==> src/rtl/tank_pkg.sv <==
// -----------------------------------------------------------------------------
// tank_pkg
// Shared types and constants for the tank game bullet logic.
//   bullet_state_t : bullet controller state encoding
//   SCREEN_X_MAX   : last visible pixel column
//   SCREEN_Y_MAX   : last visible pixel row
//   FP_SHIFT       : fractional bits of the fixed-point bullet position
//   POS_W          : width of the fixed-point position / velocity words
//   sm_to_tc()     : 7-bit magnitude plus sign flag -> POS_W-bit two's complement
// -----------------------------------------------------------------------------
package tank_pkg;

  typedef enum logic [1:0] {
    ST_IDLE   = 2'd0,
    ST_FLIGHT = 2'd1,
    ST_WAIT   = 2'd2
  } bullet_state_t;

  localparam logic [9:0] SCREEN_X_MAX = 10'd639;
  localparam logic [9:0] SCREEN_Y_MAX = 10'd479;

  localparam int FP_SHIFT = 3;
  localparam int POS_W    = 10 + FP_SHIFT;

  // Zero-extends the magnitude and negates it when the sign flag is set.
  function automatic logic [POS_W-1:0] sm_to_tc(input logic       i_neg,
                                                 input logic [6:0] i_mag);
    logic [POS_W-1:0] ext;
    ext = {{(POS_W-7){1'b0}}, i_mag};
    return i_neg ? (~ext + 1'b1) : ext;
  endfunction

endpackage

==> src/rtl/edge_detect.sv <==
// -----------------------------------------------------------------------------
// edge_detect
// Rising-edge detector built on a registered copy of the input level.
//   i_clk   : clock
//   i_rst   : asynchronous active-high reset (previous value -> 0)
//   i_clr   : synchronous clear of the previous value
//   i_level : level to watch
//   o_rise  : high while i_level is 1 and its previous sampled value was 0
// -----------------------------------------------------------------------------
module edge_detect (
  input  logic i_clk,
  input  logic i_rst,
  input  logic i_clr,
  input  logic i_level,
  output logic o_rise
);

  logic r_prev;

  // NOTE: sequential state uses non-blocking assignments so every register
  // samples the pre-edge values of its inputs, independent of block order.
  always_ff @(posedge i_clk or posedge i_rst) begin
    if (i_rst) begin
      r_prev <= 1'b0;
    end else if (i_clr) begin
      r_prev <= 1'b0;
    end else begin
      r_prev <= i_level;
    end
  end

  // Held high out of reset counts as an edge because r_prev starts at 0.
  assign o_rise = i_level & ~r_prev;

endmodule

==> src/rtl/bullet_ctrl.sv <==
// -----------------------------------------------------------------------------
// bullet_ctrl
// Single-bullet controller: launches from the tank on a fire edge, flies with
// a fixed-point velocity, bounces off walls, and ends on hit, lifetime expiry
// or leaving the screen, followed by a cooldown before the next shot.
//   frame_clk      : frame-rate clock
//   Reset          : asynchronous active-high reset
//   ShootBullet    : fire request level
//   TankX, TankY   : tank pixel position sampled at launch
//   sin, cos       : sign-magnitude trig of the tank angle (bit7 = sign)
//   isWall*        : wall contact at the current bullet position
//   hit            : bullet struck a tank
//   game_end       : nonzero clears the controller on the next frame
//   BulletX/Y      : bullet pixel position
//   BulletS        : bullet size, constant 2
//   BulletActive   : high while the bullet is in flight
//   Fired          : one-frame pulse on launch
// -----------------------------------------------------------------------------
module bullet_ctrl
  import tank_pkg::*;
#(
  parameter logic [7:0] BULLET_STEP = 8'h20,
  parameter logic [9:0] LIFETIME    = 10'd300,
  parameter logic [5:0] COOLDOWN    = 6'd30
) (
  input  logic       frame_clk,
  input  logic       Reset,
  input  logic       ShootBullet,
  input  logic [9:0] TankX,
  input  logic [9:0] TankY,
  input  logic [7:0] sin,
  input  logic [7:0] cos,
  input  logic       isWallTop,
  input  logic       isWallBottom,
  input  logic       isWallLeft,
  input  logic       isWallRight,
  input  logic       hit,
  input  logic [1:0] game_end,
  output logic [9:0] BulletX,
  output logic [9:0] BulletY,
  output logic [9:0] BulletS,
  output logic       BulletActive,
  output logic       Fired
);

  bullet_state_t    r_state;
  logic [POS_W-1:0] r_pos_x;
  logic [POS_W-1:0] r_pos_y;
  logic [POS_W-1:0] r_vel_x;
  logic [POS_W-1:0] r_vel_y;
  logic [9:0]       r_life;
  logic [5:0]       r_cool;
  logic             r_fired;
  logic             r_active;

  logic             w_clr;
  logic             w_fire;
  logic [6:0]       w_mag_x;
  logic [6:0]       w_mag_y;
  logic [POS_W-1:0] w_launch_vx;
  logic [POS_W-1:0] w_launch_vy;
  logic [POS_W-1:0] w_vx_eff;
  logic [POS_W-1:0] w_vy_eff;
  logic [POS_W-1:0] w_next_x;
  logic [POS_W-1:0] w_next_y;
  logic             w_off_screen;
  logic             w_life_end;
  logic             w_cool_end;

  assign w_clr = (game_end != 2'b00);

  edge_detect u_edge (
    .i_clk   (frame_clk),
    .i_rst   (Reset),
    .i_clr   (w_clr),
    .i_level (ShootBullet),
    .o_rise  (w_fire)
  );

  // Speed scale times trig magnitude, keeping product bits [10:4].
  assign w_mag_x = 7'(({7'b0, BULLET_STEP[6:0]} * {7'b0, cos[6:0]}) >> 4);
  assign w_mag_y = 7'(({7'b0, BULLET_STEP[6:0]} * {7'b0, sin[6:0]}) >> 4);

  // Screen Y grows downward, so a non-negative sine means moving up (negative).
  assign w_launch_vx = sm_to_tc(cos[7], w_mag_x);
  assign w_launch_vy = sm_to_tc(~sin[7], w_mag_y);

  // Wall contact reflects the component before this frame's move.
  assign w_vx_eff = (isWallLeft | isWallRight)  ? (~r_vel_x + 1'b1) : r_vel_x;
  assign w_vy_eff = (isWallTop  | isWallBottom) ? (~r_vel_y + 1'b1) : r_vel_y;

  assign w_next_x = r_pos_x + w_vx_eff;
  assign w_next_y = r_pos_y + w_vy_eff;

  // Unsigned compare also catches positions that wrapped below zero.
  assign w_off_screen = (w_next_x[POS_W-1:FP_SHIFT] > SCREEN_X_MAX) ||
                        (w_next_y[POS_W-1:FP_SHIFT] > SCREEN_Y_MAX);

  assign w_life_end = (r_life == LIFETIME - 10'd1);
  assign w_cool_end = (r_cool == COOLDOWN - 6'd1);

  always_ff @(posedge frame_clk or posedge Reset) begin
    if (Reset) begin
      r_state  <= ST_IDLE;
      r_pos_x  <= '0;
      r_pos_y  <= '0;
      r_vel_x  <= '0;
      r_vel_y  <= '0;
      r_life   <= '0;
      r_cool   <= '0;
      r_fired  <= 1'b0;
      r_active <= 1'b0;
    end else if (w_clr) begin
      // End of round overrides everything, including a pending fire edge.
      r_state  <= ST_IDLE;
      r_pos_x  <= '0;
      r_pos_y  <= '0;
      r_vel_x  <= '0;
      r_vel_y  <= '0;
      r_life   <= '0;
      r_cool   <= '0;
      r_fired  <= 1'b0;
      r_active <= 1'b0;
    end else begin
      r_fired <= 1'b0;
      case (r_state)
        ST_IDLE: begin
          if (w_fire) begin
            r_pos_x  <= {TankX, {FP_SHIFT{1'b0}}};
            r_pos_y  <= {TankY, {FP_SHIFT{1'b0}}};
            r_vel_x  <= w_launch_vx;
            r_vel_y  <= w_launch_vy;
            r_life   <= '0;
            r_fired  <= 1'b1;
            r_active <= 1'b1;
            r_state  <= ST_FLIGHT;
          end
        end

        ST_FLIGHT: begin
          if (hit || w_off_screen) begin
            // Position and velocity freeze; a simultaneous wall is ignored.
            r_active <= 1'b0;
            r_cool   <= '0;
            r_state  <= ST_WAIT;
          end else begin
            r_pos_x <= w_next_x;
            r_pos_y <= w_next_y;
            r_vel_x <= w_vx_eff;
            r_vel_y <= w_vy_eff;
            r_life  <= r_life + 10'd1;
            if (w_life_end) begin
              r_active <= 1'b0;
              r_cool   <= '0;
              r_state  <= ST_WAIT;
            end
          end
        end

        ST_WAIT: begin
          if (w_cool_end) begin
            r_cool  <= '0;
            r_state <= ST_IDLE;
          end else begin
            r_cool <= r_cool + 6'd1;
          end
        end

        default: begin
          r_active <= 1'b0;
          r_state  <= ST_IDLE;
        end
      endcase
    end
  end

  assign BulletX      = r_pos_x[POS_W-1:FP_SHIFT];
  assign BulletY      = r_pos_y[POS_W-1:FP_SHIFT];
  assign BulletS      = 10'd2;
  assign BulletActive = r_active;
  assign Fired        = r_fired;

endmodule
==> config.mk <==
export PLATFORM = sky130hd
export DESIGN_NAME = bullet_ctrl
export DESIGN_NICKNAME = d
export VERILOG_FILES = /design/src/rtl/tank_pkg.sv /design/src/rtl/edge_detect.sv /design/src/rtl/bullet_ctrl.sv
export SDC_FILE = /design/constraint.sdc
export NUM_CORES = 1
export LEC_CHECK = 0
export ABC_AREA = 1
export CAP_MARGIN = 40
export CORE_ASPECT_RATIO = 1.5
export CORE_MARGIN = 4
export CORE_UTILIZATION = 45
export CTS_BUF_LIST = sky130_fd_sc_hd__clkbuf_2
export CTS_CLUSTER_DIAMETER = 60
export DETAILED_ROUTE_END_ITERATION = 8
export GPL_TIMING_DRIVEN = 0
export PLACE_DENSITY_LB_ADDON = 0.25
export SYNTH_ARGS = -nofsm -noshare
export SYNTH_HDL_FRONTEND = slang
export SYNTH_HIERARCHICAL = 1
export SYNTH_SLANG_ARGS = --single-unit
==> constraint.sdc <==
create_clock -name frame_clk -period 3.9 [get_ports frame_clk]
set_clock_uncertainty 0.1 [all_clocks]
set_input_delay 0.78 -clock frame_clk [delete_from_list [all_inputs] [get_ports frame_clk]]
set_output_delay 0.78 -clock frame_clk [all_outputs]
set_load 0.01 [all_outputs]
==> results.md <==
- Run status: completed
- Arr. time, crit path: 4.05 ns
- Die Width: 101 um
- Global routing met2 resource utilization: 39.8%
- Post-synth EDFFs: 0
- Max-capacitance violation count: 0
- Clock sink count: about 70
- Part of the total power dissipated in sequential elements: ~36%
- Slew @ Worst Pin: roughly 0.75 ns
- Row Count: 50
- Unique cell type count in the Yosys netlist: 36
- Remaining global-route overflow: 0
- Worst endpoint required time: 4.32 ns
- Pin count of the biggest net entering global routing: 43
- Cell breakdown of the critical path: clkdlybuf4s50_1 -> nor2_4 -> inv_2 -> nand2_1 -> inv_1 -> nor2_1 -> o21ai_0 -> xor2_1 -> ha_1 -> nand2_1 -> o21ai_0 -> nor2_1 -> nand2_1 -> inv_1 -> nand3_1 -> nand3_1 -> nor2_2 -> nand2_1 -> nand2_2 -> buf_6 -> clkbuf_4 -> nand3_1 -> nand2_1
- Area of all placed cells without fillers: 6940 um^2
- H-tree lvl count: 3
- Portion of total power attributed to combinational logic: a little under two fifths
- Vias per Instance: 5.32
- Full die area: 14900 um^2
- Initial antenna violation count: 1
- IR drop worst, VDD: 0.000183 V
- Post-DP Area: 6750 um^2
- Final setup violating endpoints: 0
- Chip Height: about 150 um
- Port-buffer cells: 64
- HPWL reported at the end of detailed placement: 13300 um
- Initial DRC count: approximately 370
- Fin nets: 1029
- Clk buf depth: 2
- Share of the yosys chip area belonging to registers: 29.5%
- Syn Std Cell Area: 5860 um^2
- GRT Total Usage: 23.5%
- Largest fanout of any net on the critical path: 10
- Syn. warnings: 6
- Max Clock Freq: about 270 MHz
- Crit Path Category: in -> reg
- Final Hold Violating Endpoints: 0
- Worst hold slack after final layout: around 0.28 ns
- M1 GR Usage: 29.5%
- Pwr per Cell Area: between 300 and 400 nW/um^2
- Post-layout minimum cycle time: 3.64 ns
- Startpoint type of the worst setup path: input port
- CP dominant cell by count: sky130_fd_sc_hd__nand2_1
- Net switching component of the power: 832 uW
- Count of unresolved DRC violations after routing: 0
- Area inside the core boundary: approximately 13000 um^2
- Via count of the routed design: approximately 5900
- Share of the clock period used by the worst path: 93.3%
- Total CTS buffers: 9
- FFs w/ async S/R, synth: 100%
- Post-place setup slack: -0.426 ns
- Worst-path cell with the longest stage delay: sky130_fd_sc_hd__clkdlybuf4s50_1
- Initial core utilization: 46.3%
- Area growth from synthesis to layout: 18.5%
- Setup TNS: 0 ns
- Average instance area after synthesis: approximately 6.8 um^2
- Share of the core filled with cells: 54.9%
- CTS Hold Buffers Added: 0
- Most Crowded Layer GR: met2
- CTS root buf: sky130_fd_sc_hd__clkbuf_2
- CP peak stage delay: 0.44 ns
- Post-DRT Antenna Nets: 0
- Clock Pin Slew Worst Setup and Hold Paths: 0.21 ns
- Routability cong.: 0.918
- Internal power component: 1350 uW
- Kind of end point of the critical path: flop
- LEAKAGE: 0.00350 uW
- RSZ-0062 raised after global routing: no
- Average routed wire per standard cell: 15.6 um
- Fraction of power spent switching nets: 38.2%
- Fraction of final layout cells with drive strength greater than 1: between 8 and 9%
- First-pass GRT wire length: 27600 um
- Final Worst Setup Slack: roughly 0.26 ns
- Number of optimization iterations in the first detailed-route pass: 5
- Clock latency on the worst-skew pair: 0.60 ns
- Tightest slew margin relative to the limit: roughly half
- TritonCTS clock tree: built
- FF+latch count, synth: between 60 and 70
- Met3 usage: 3.45%
- Main synth FF type: sky130_fd_sc_hd__dfrtp_1
- Register-to-Register Path Depth: 23
- Power share of the clock group: roughly a quarter
- Total I/O pin count: 78
- Cells after Synth: 863
- Number of global-route vias before repair: 5558
- DRT Wirelength: approximately 17000 um
- Max-slew violation count: 0
- Class of the tightest hold or removal check: in -> async
==> cell usage after synthesis (2+ instances only) <==
cell type | number | area (um^2)
sky130_fd_sc_hd__a21oi_1 | 34 | 170
sky130_fd_sc_hd__a311oi_1 | 2 | 17.5
sky130_fd_sc_hd__a31oi_1 | 5 | 31.3
sky130_fd_sc_hd__a32o_1 | 2 | 20.0
sky130_fd_sc_hd__buf_2 | 4 | 20.0
sky130_fd_sc_hd__buf_4 | 33 | 248
sky130_fd_sc_hd__buf_6 | 5 | 56.3
sky130_fd_sc_hd__clkbuf_1 | 17 | 63.8
sky130_fd_sc_hd__conb_1 | 2 | 7.51
sky130_fd_sc_hd__dfrtp_1 | 69 | 1730
sky130_fd_sc_hd__fa_1 | 2 | 40.0
sky130_fd_sc_hd__ha_1 | 33 | 413
sky130_fd_sc_hd__inv_1 | 69 | 259
sky130_fd_sc_hd__inv_2 | 3 | 11.3
sky130_fd_sc_hd__nand2_1 | 258 | 968
sky130_fd_sc_hd__nand2_2 | 2 | 12.5
sky130_fd_sc_hd__nand3_1 | 89 | 445
sky130_fd_sc_hd__nand3b_1 | 28 | 210
sky130_fd_sc_hd__nand4_1 | 9 | 56.3
sky130_fd_sc_hd__nor2_1 | 72 | 270
sky130_fd_sc_hd__nor2_2 | 4 | 25.0
sky130_fd_sc_hd__nor3_1 | 6 | 30.0
sky130_fd_sc_hd__nor3b_1 | 2 | 15.0
sky130_fd_sc_hd__nor4_1 | 2 | 12.5
sky130_fd_sc_hd__o211ai_1 | 6 | 45.0
sky130_fd_sc_hd__o21ai_0 | 57 | 285
sky130_fd_sc_hd__o21ai_1 | 2 | 10.0
sky130_fd_sc_hd__o21bai_1 | 4 | 30.0
sky130_fd_sc_hd__or2_2 | 6 | 37.5
sky130_fd_sc_hd__xnor2_1 | 8 | 70.1
sky130_fd_sc_hd__xor2_1 | 23 | 201
==> final cells by class <==
class,count,area (um^2)
multi-input cells,670,3500
inverters,72,273
repair buffers,66,676
clock inverters,7,114
plain buffers,60,405
well taps,156,195
clock buffers,9,45.0
diodes,1,2.50
flip-flops and latches,69,1730
fillers,1278,5700
==> timing repair <==
action | in CTS | in global routing
endpoints found under the setup margin | 0 | 38
resized for setup | 0 | 4
setup buffers | 0 | 1
==> state kept, by name (all words and copies together) (netlist names) <==
register       cells
r_cool             6
r_vel_y           12
r_pos_y           12
r_pos_x           12
r_vel_x           12
u_edge/r_prev      1
BulletActive       1
Fired              1
r_life            10
r_state            2
==> worst paths after layout <==
| kind | start | to | slack [ns] |
|---|---|---|---|
| worst max-delay path | isWallBottom | r_pos_x[10]$_DFFE_PP0P_ | 0.26 |
| worst min-delay path | Reset | u_edge/r_prev$_DFF_PP0_ | 0.28 |
| worst max register to register | r_vel_y[1]$_DFFE_PP0P_ | r_pos_x[10]$_DFFE_PP0P_ | 0.35 |
| worst min register to register | r_pos_x[1]$_DFFE_PP0P_ | r_pos_x[1]$_DFFE_PP0P_ | 0.41 |
| max in group asynchronous | Reset | r_vel_x[5]$_DFFE_PP0P_ | 2.72 |
| min in group frame_clk | r_pos_x[1]$_DFFE_PP0P_ | r_pos_x[1]$_DFFE_PP0P_ | 0.41 |
==> logic make-up (layout without fill, tap and decap cells) <==
kind of cell    after synthesis  after routing  share of synthesized area [%]
buf+inv                     132            214                           11.5
flops                        69             69                           29.5
simple gates                478            478                           35.6
compound gates              116            116                           11.0
fa+ha+maj                    35             35                           7.73
xor+xnor                     31             31                           4.64
other cells                   2             11                          0.128
==> power groups by stage <==
stage | clock [uW] | combinational [uW] | sequential (uW)
2_1_floorplan | 0 | 556 | 790
3_3_place_gp | 0 | 789 | 801
3_5_place_dp | 0 | 798 | 801
4_1_cts | 575 | 802 | 788
5_1_grt | 603 | 908 | 795
6_report | 577 | 813 | 789
==> cell usage in the layout, fill, tap and decap left out, drive strengths merged <==
cell,count
a21boi,1
a21oi,34
a22o,1
a311oi,2
a31oi,5
a32o,2
buf,44
bufinv,3
clkbuf,27
clkdlybuf4s50,64
clkinv,4
conb,10
dfrtp,69
diode,1
fa,2
ha,33
inv,72
nand2,260
nand3,89
nand3b,28
nand4,9
nor2,76
nor3,6
nor3b,2
nor4,2
o211ai,6
o21ai,60
o21bai,4
o31ai,1
or2,6
xnor2,8
xor2,23
==> critical path, delay by kind of cell <==
kind / cells / cell delay [ns]
buffers and inverters: 6 / 1.05
and+or+nand+nor: 13 / 1.36
xor gates and xnor gates: 1 / 0.19
AOI/OAI and AO/OA: 2 / 0.31
adders and majority gates: 1 / 0.36
==> stage by stage <==
| stage | total power [uW] | std cells |
|---|---|---|
| 2_1_floorplan | 1350 | 871 |
| 3_3_place_gp | 1590 | 1091 |
| 3_5_place_dp | 1600 | 1092 |
| 4_1_cts | 2170 | 1108 |
| 5_1_grt | 2310 | 1110 |
| 6_report | 2180 | 1110 |
==> per-layer routing <==
layer / routed length [um] / part of all wire (%) / up-vias
met2: 8430 / 49 / 198
met5: 0 / 0 / -
met4: 667 / 3.8 / 0
li1: - / - / 2960
met3: 947 / 5.5 / 48
met1: 7320 / 42 / 2700
Note: power is estimated with default switching activity, not from simulation.
